<file path="src/rtl/comparator_2bit_if.sv">
// Operand/result bundle for comparator_2bit; statistics signals exist only
// when COMPARATOR_2BIT_STATS_EN is defined.
interface comparator_2bit_if #(
    parameter int WIDTH = 2,
    parameter int CNT_W = 16
);
    logic             in_valid;
    logic [WIDTH-1:0] A;
    logic [WIDTH-1:0] B;
    logic             out_valid;
    logic             A_eq_B;
    logic             A_lt_B;
    logic             A_gt_B;
`ifdef COMPARATOR_2BIT_STATS_EN
    logic [CNT_W-1:0] cnt_eq;
    logic [CNT_W-1:0] cnt_lt;
    logic [CNT_W-1:0] cnt_gt;
    logic             cnt_clr;

    modport master (
        output in_valid, A, B, cnt_clr,
        input  out_valid, A_eq_B, A_lt_B, A_gt_B, cnt_eq, cnt_lt, cnt_gt
    );
    modport slave (
        input  in_valid, A, B, cnt_clr,
        output out_valid, A_eq_B, A_lt_B, A_gt_B, cnt_eq, cnt_lt, cnt_gt
    );
`else
    modport master (
        output in_valid, A, B,
        input  out_valid, A_eq_B, A_lt_B, A_gt_B
    );
    modport slave (
        input  in_valid, A, B,
        output out_valid, A_eq_B, A_lt_B, A_gt_B
    );
`endif
endinterface

</file>
<file path="src/rtl/comparator_2bit.sv">
// Registered magnitude comparator with one-hot eq/lt/gt flags, 1-cycle latency.
// Optional saturating result counters under COMPARATOR_2BIT_STATS_EN.
module comparator_2bit #(
    parameter int WIDTH  = 2,
    parameter int SIGNED = 0,
    parameter int CNT_W  = 16
) (
    input logic              clk,
    input logic              rst,
    comparator_2bit_if.slave bus
);
    if (WIDTH < 1 || WIDTH > 16 || CNT_W < 1 || $bits(bus.A) != WIDTH) begin : g_param_check
        $error("comparator_2bit: illegal WIDTH/CNT_W or interface width mismatch");
    end

    logic cmp_eq;
    logic cmp_lt;
    logic cmp_gt;
    logic eq_q;
    logic lt_q;
    logic gt_q;
    logic valid_q;

    always_comb begin
        cmp_eq = 1'b0;
        cmp_lt = 1'b0;
        if (SIGNED != 0) begin
            cmp_eq = ($signed(bus.A) == $signed(bus.B));
            cmp_lt = ($signed(bus.A) <  $signed(bus.B));
        end else begin
            cmp_eq = (bus.A == bus.B);
            cmp_lt = (bus.A <  bus.B);
        end
        cmp_gt = !cmp_eq && !cmp_lt;
    end

    // Flags only load on a valid sample, so A/B are don't-care otherwise.
    always_ff @(posedge clk or posedge rst) begin
        if (rst) begin
            eq_q    <= 1'b0;
            lt_q    <= 1'b0;
            gt_q    <= 1'b0;
            valid_q <= 1'b0;
        end else if (bus.in_valid) begin
            eq_q    <= cmp_eq;
            lt_q    <= cmp_lt;
            gt_q    <= cmp_gt;
            valid_q <= 1'b1;
        end else begin
            valid_q <= 1'b0;
        end
    end

    assign bus.A_eq_B    = eq_q;
    assign bus.A_lt_B    = lt_q;
    assign bus.A_gt_B    = gt_q;
    assign bus.out_valid = valid_q;

`ifdef COMPARATOR_2BIT_STATS_EN
    logic [CNT_W-1:0] cnt_eq_q;
    logic [CNT_W-1:0] cnt_lt_q;
    logic [CNT_W-1:0] cnt_gt_q;

    // Clear wins over a same-edge increment; counters stick at all-ones.
    always_ff @(posedge clk or posedge rst) begin
        if (rst) begin
            cnt_eq_q <= '0;
            cnt_lt_q <= '0;
            cnt_gt_q <= '0;
        end else if (bus.cnt_clr) begin
            cnt_eq_q <= '0;
            cnt_lt_q <= '0;
            cnt_gt_q <= '0;
        end else if (bus.in_valid) begin
            if (cmp_eq && !(&cnt_eq_q)) cnt_eq_q <= cnt_eq_q + 1'b1;
            if (cmp_lt && !(&cnt_lt_q)) cnt_lt_q <= cnt_lt_q + 1'b1;
            if (cmp_gt && !(&cnt_gt_q)) cnt_gt_q <= cnt_gt_q + 1'b1;
        end
    end

    assign bus.cnt_eq = cnt_eq_q;
    assign bus.cnt_lt = cnt_lt_q;
    assign bus.cnt_gt = cnt_gt_q;
`endif
endmodule

</file>
<file path="src/flat_wrapper.sv">
// flat-port wrapper written by rule: the top's interface ports become plain ports
module comparator_2bit_flat 
#(
    parameter int WIDTH  = 2,
    parameter int SIGNED = 0,
    parameter int CNT_W  = 16
)
  (clk, rst, bus_in_valid, bus_A, bus_B, bus_out_valid, bus_A_eq_B, bus_A_lt_B, bus_A_gt_B);
  comparator_2bit_if #(.WIDTH(WIDTH), .CNT_W(CNT_W)) bus_i ();
  input logic clk;
  input logic rst;
  input wire logic [$bits(bus_i.in_valid)-1:0] bus_in_valid;
  input wire logic [$bits(bus_i.A)-1:0] bus_A;
  input wire logic [$bits(bus_i.B)-1:0] bus_B;
  output wire logic [$bits(bus_i.out_valid)-1:0] bus_out_valid;
  output wire logic [$bits(bus_i.A_eq_B)-1:0] bus_A_eq_B;
  output wire logic [$bits(bus_i.A_lt_B)-1:0] bus_A_lt_B;
  output wire logic [$bits(bus_i.A_gt_B)-1:0] bus_A_gt_B;
  assign bus_i.in_valid = bus_in_valid;
  assign bus_i.A = bus_A;
  assign bus_i.B = bus_B;
  assign bus_out_valid = bus_i.out_valid;
  assign bus_A_eq_B = bus_i.A_eq_B;
  assign bus_A_lt_B = bus_i.A_lt_B;
  assign bus_A_gt_B = bus_i.A_gt_B;
  comparator_2bit #(.WIDTH(WIDTH), .SIGNED(SIGNED), .CNT_W(CNT_W)) u_core (.clk(clk), .rst(rst), .bus(bus_i));
endmodule
</file>
<file path="config.mk">
export PLATFORM = sky130hd
export DESIGN_NAME = comparator_2bit_flat
export DESIGN_NICKNAME = d
export VERILOG_FILES = /design/src/rtl/comparator_2bit_if.sv /design/src/rtl/comparator_2bit.sv /design/src/flat_wrapper.sv
export SDC_FILE = /design/constraint.sdc
export NUM_CORES = 1
export LEC_CHECK = 0
export ABC_AREA = 1
export CORE_AREA = 2 2 39 41
export DETAILED_ROUTE_END_ITERATION = 8
export DIE_AREA = 0 0 41 43
export PLACE_DENSITY = 0.49
export SLEW_MARGIN = 15
export SYNTH_ARGS = -nofsm -noshare
export SYNTH_HDL_FRONTEND = slang
export SYNTH_SLANG_ARGS = --single-unit
</file>
<file path="constraint.sdc">
create_clock -name clk -period 0.8 [get_ports clk]
set_input_delay 0.16 -clock clk [delete_from_list [all_inputs] [get_ports clk]]
set_output_delay 0.16 -clock clk [all_outputs]
set_load 0.01 [all_outputs]
</file>
==> impl_metrics.csv <==
group,metric,value,unit
layout,syn_to_final_growth,91.03,%
sta,slew_viol_final,0,
cts,numCtsBuffers,3,
synthesis,synth_cell_types,8,
die,rows,14,
run_status,outcome,"complete, but fails checks",
routing,drc,0,
layout,fillCellCount,153,
routing,drt-pass1-iter-count,1,
power_and_ir_drop,p_sw_share,25.06,%
routing,wl_per_cell,7.870,µm
worst_setup_path,cp.depth,1,
worst_setup_path,crit_start,"u_core.bus.A_eq_B$_DFFE_PP0P_",
sta,fin_crit_sh,112.8,%
global_route,overflow,0,
cts,postCtsHoldBufs,0,
power_and_ir_drop,pwr-share-clk,37.4,%
power_and_ir_drop,p_per_area,1743,mW/mm²
synthesis,syn_area,195.2,µm²
worst_setup_path,timing_worst_setup_path_type,"reg2out",
placed_design,place_congestion,0.6576,
power_and_ir_drop,p_switching,0.0001629,W
worst_setup_path,cp_data_arrival_time,0.74,ns
placed_design,place_hpwl,305.1,µm
layout,fin_util,26.94,%
sta,fmax,1108,MHz
cts,htreeDepth,1,
power_and_ir_drop,internal_power,0.0004871,W
global_route,grt_max_degree,5,
cts,clock-root-buffer,"clkbuf_4",
die,die-height,43,µm
worst_setup_path,r2r_slack,0.08,ns
layout,antenna_cells,0,
layout,final_area,372.9,µm²
worst_setup_path,cp-end-kind,"output port",
routing,num_vias,185,
synthesis,synth_top_family_by_area,"simple AND/OR/NAND/NOR gates",
worst_setup_path,ff2ff_path_depth,3,
worst_setup_path,cp_max_fo,2,
routing,ant_nets,0,
worst_setup_path,cp_cell_sequence,"buf_2",
sta,worst_pin_slew,0.1555,ns
worst_setup_path,timing.rr.start,"u_core.bus.A_lt_B$_DFFE_PP0P_",
synthesis,yosys.area_share.xor_xnor,0,%
routing,drt_wl_total,425,µm
power_and_ir_drop,p_leak,0.1905,nW
power_and_ir_drop,p_total,0.0006500,W
worst_setup_path,crit_required,0.64,ns
synthesis,postSynthCellCount,23,
synthesis,avgSynthCellArea,8.486,µm²
sta,setup_viol,4,
sta,slew_headroom,89.63,%
synthesis,synthAdderAreaFrac,12.82,%
power_and_ir_drop,ir_worst_vdd,0.3562,mV
synthesis,synth-simple-area-share,19.87,%
worst_setup_path,path_buf_inv,1,
sta,grt_setup_unrepaired,"true",
layout,nets,49,
sta,clock_skew,0,ns
worst_setup_path,critPathMaxStageDelay,0.37,ns
sta,min_period,0.9023,ns
min_path,worstHoldPathType,"in2async",
job,drv_cap,0,
die,dieWidth,41,µm
synthesis,yosysSeqAreaShare,51.28,%
die,fp.coreArea,0.001384,mm²
sta,hold_viol,0,
cts,path_clk_slew,0.04,ns
global_route,grt_pass1_vias,191,
worst_setup_path,slowest_stage,"dfrtp_1",
cts,cts.sinks,4,
cts,clock_path_buffers,2,
die,die-area,0.001763,mm²
routing,viasPerCell,3.426,
synthesis,synthMuxAreaShare,0,%
synthesis,synth_compound_area_share,4.487,%
sta,whs,0.1172,ns
run_status,failed_checks,"negative setup slack",
cts,insertion_delay,0.23,ns
worst_setup_path,critical-path-top-delay-family,"flip-flops",
synthesis,syn-num-nets,32,
placed_design,portBuffers,10,
power_and_ir_drop,pwr-share-comb,26.1,%
worst_setup_path,crit_end,"bus_A_eq_B",
placed_design,place_area,322.8,µm²
global_route,antenna_found_initial,0,
die,start_util,14.10,%
synthesis,yosysWarnings,0,
worst_setup_path,r2r_end,"u_core.bus.A_lt_B$_DFFE_PP0P_",
power_and_ir_drop,p_seq_share,36.5,%
placed_design,pre_cts_ws,-0.4984,ns
worst_setup_path,crit_path_start_kind,"register",
synthesis,synth-seq-cells,4,
layout,drive_above_1_share,44.74,%
routing,dr.first_iter.drc_count,0,
cts,cts_tree,"yes",
global_route,grt_usage,6.237,%
global_route,grt_pass1_wl,683,µm
sta,setup_slack,-0.1023,ns
die,ios,11,
[power groups by stage]
stage                     combinational [W]  clock [W]  sequential (W)
after floorplan                   0.0000460          0        0.000250
after global placement             0.000151          0        0.000239
after detailed placement           0.000151          0        0.000239
after CTS                          0.000145   0.000253        0.000235
after global routing               0.000189   0.000261        0.000241
final                              0.000170   0.000243        0.000237
[how the worst min path moves through the flow]
stage / slack (ns) / start / depth (start not counted) / end
2_1_floorplan: -0.07 / rst / 1 / u_core.bus.A_eq_B$_DFFE_PP0P_
3_3_place_gp: 0.36 / rst / 2 / u_core.bus.out_valid$_DFF_PP0_
3_5_place_dp: 0.37 / rst / 2 / u_core.bus.out_valid$_DFF_PP0_
4_1_cts: 0.12 / rst / 2 / u_core.bus.A_lt_B$_DFFE_PP0P_
5_1_grt: 0.13 / rst / 2 / u_core.bus.A_eq_B$_DFFE_PP0P_
6_report: 0.12 / rst / 2 / u_core.bus.A_lt_B$_DFFE_PP0P_
[cell usage in the layout (no fill, tap or decap), drive strengths merged]
| cell | count |
|---|---|
| clkdlybuf4s50 | 1 |
| inv | 6 |
| ha | 2 |
| clkbuf | 3 |
| dfrtp | 4 |
| buf | 6 |
| clkdlybuf4s15 | 2 |
| a21oi | 1 |
| dlygate4sd2 | 3 |
| nand2 | 7 |
| nand3 | 1 |
| nor2 | 2 |
[cell type report]
class | instances | area [µm²] | share of cell area, %
flip-flops and latches | 4 | 100.1 | 26.85
multi-input cells | 13 | 110.1 | 29.53
well taps | 16 | 20.02 | 5.369
inverters | 6 | 22.52 | 6.040
repair buffers | 12 | 97.59 | 26.17
clock buffers | 3 | 22.52 | 6.040
[flip-flops by register name (all words and copies together), names as in the netlist]
register and flops:
u_core.bus.A_eq_B 1, u_core.bus.A_gt_B 1, u_core.bus.A_lt_B 1, u_core.bus.out_valid 1
[per-stage QoR]
step | TNS [ns] | std cells
5_1_grt | -0.4657 | 54
3_5_place_dp | -2.281 | 50
2_1_floorplan | 0 | 23
6_report | -0.3477 | 54
3_3_place_gp | -2.260 | 50
4_1_cts | -0.3836 | 54
[per-layer routing]
layer	track usage [%]	share of wire, %	routed length, µm	up-vias
met5	0	0	0	-
met4	10.00	0	0	0
met3	0	5.9	25	0
met2	7.813	53	225	6
met1	7.120	41	173	79
li1	-	-	-	100
[kinds of logic after synthesis]
| group | Yosys count |
|---|---|
| DFF | 4 |
| and+or+nand+nor | 10 |
| buffers and inverters | 6 |
| adders and majority gates | 2 |
| AOI/OAI and AO/OA | 1 |
[timing repair]
item                                    in CTS  in global routing
setup buffers                                1                  1
pin swaps                                    3                  8
gates resized for setup                     25                  6
endpoints found under the setup margin       7                  6
[Yosys cell counts]
library cell,number,area share (%)
nand3_1,1,2.6
inv_1,5,9.6
inv_2,1,1.9
ha_1,2,13
nor2_1,2,3.8
dfrtp_1,4,51
nand2_1,7,13
a21oi_2,1,4.5
Power figures use the tool's default switching activity.
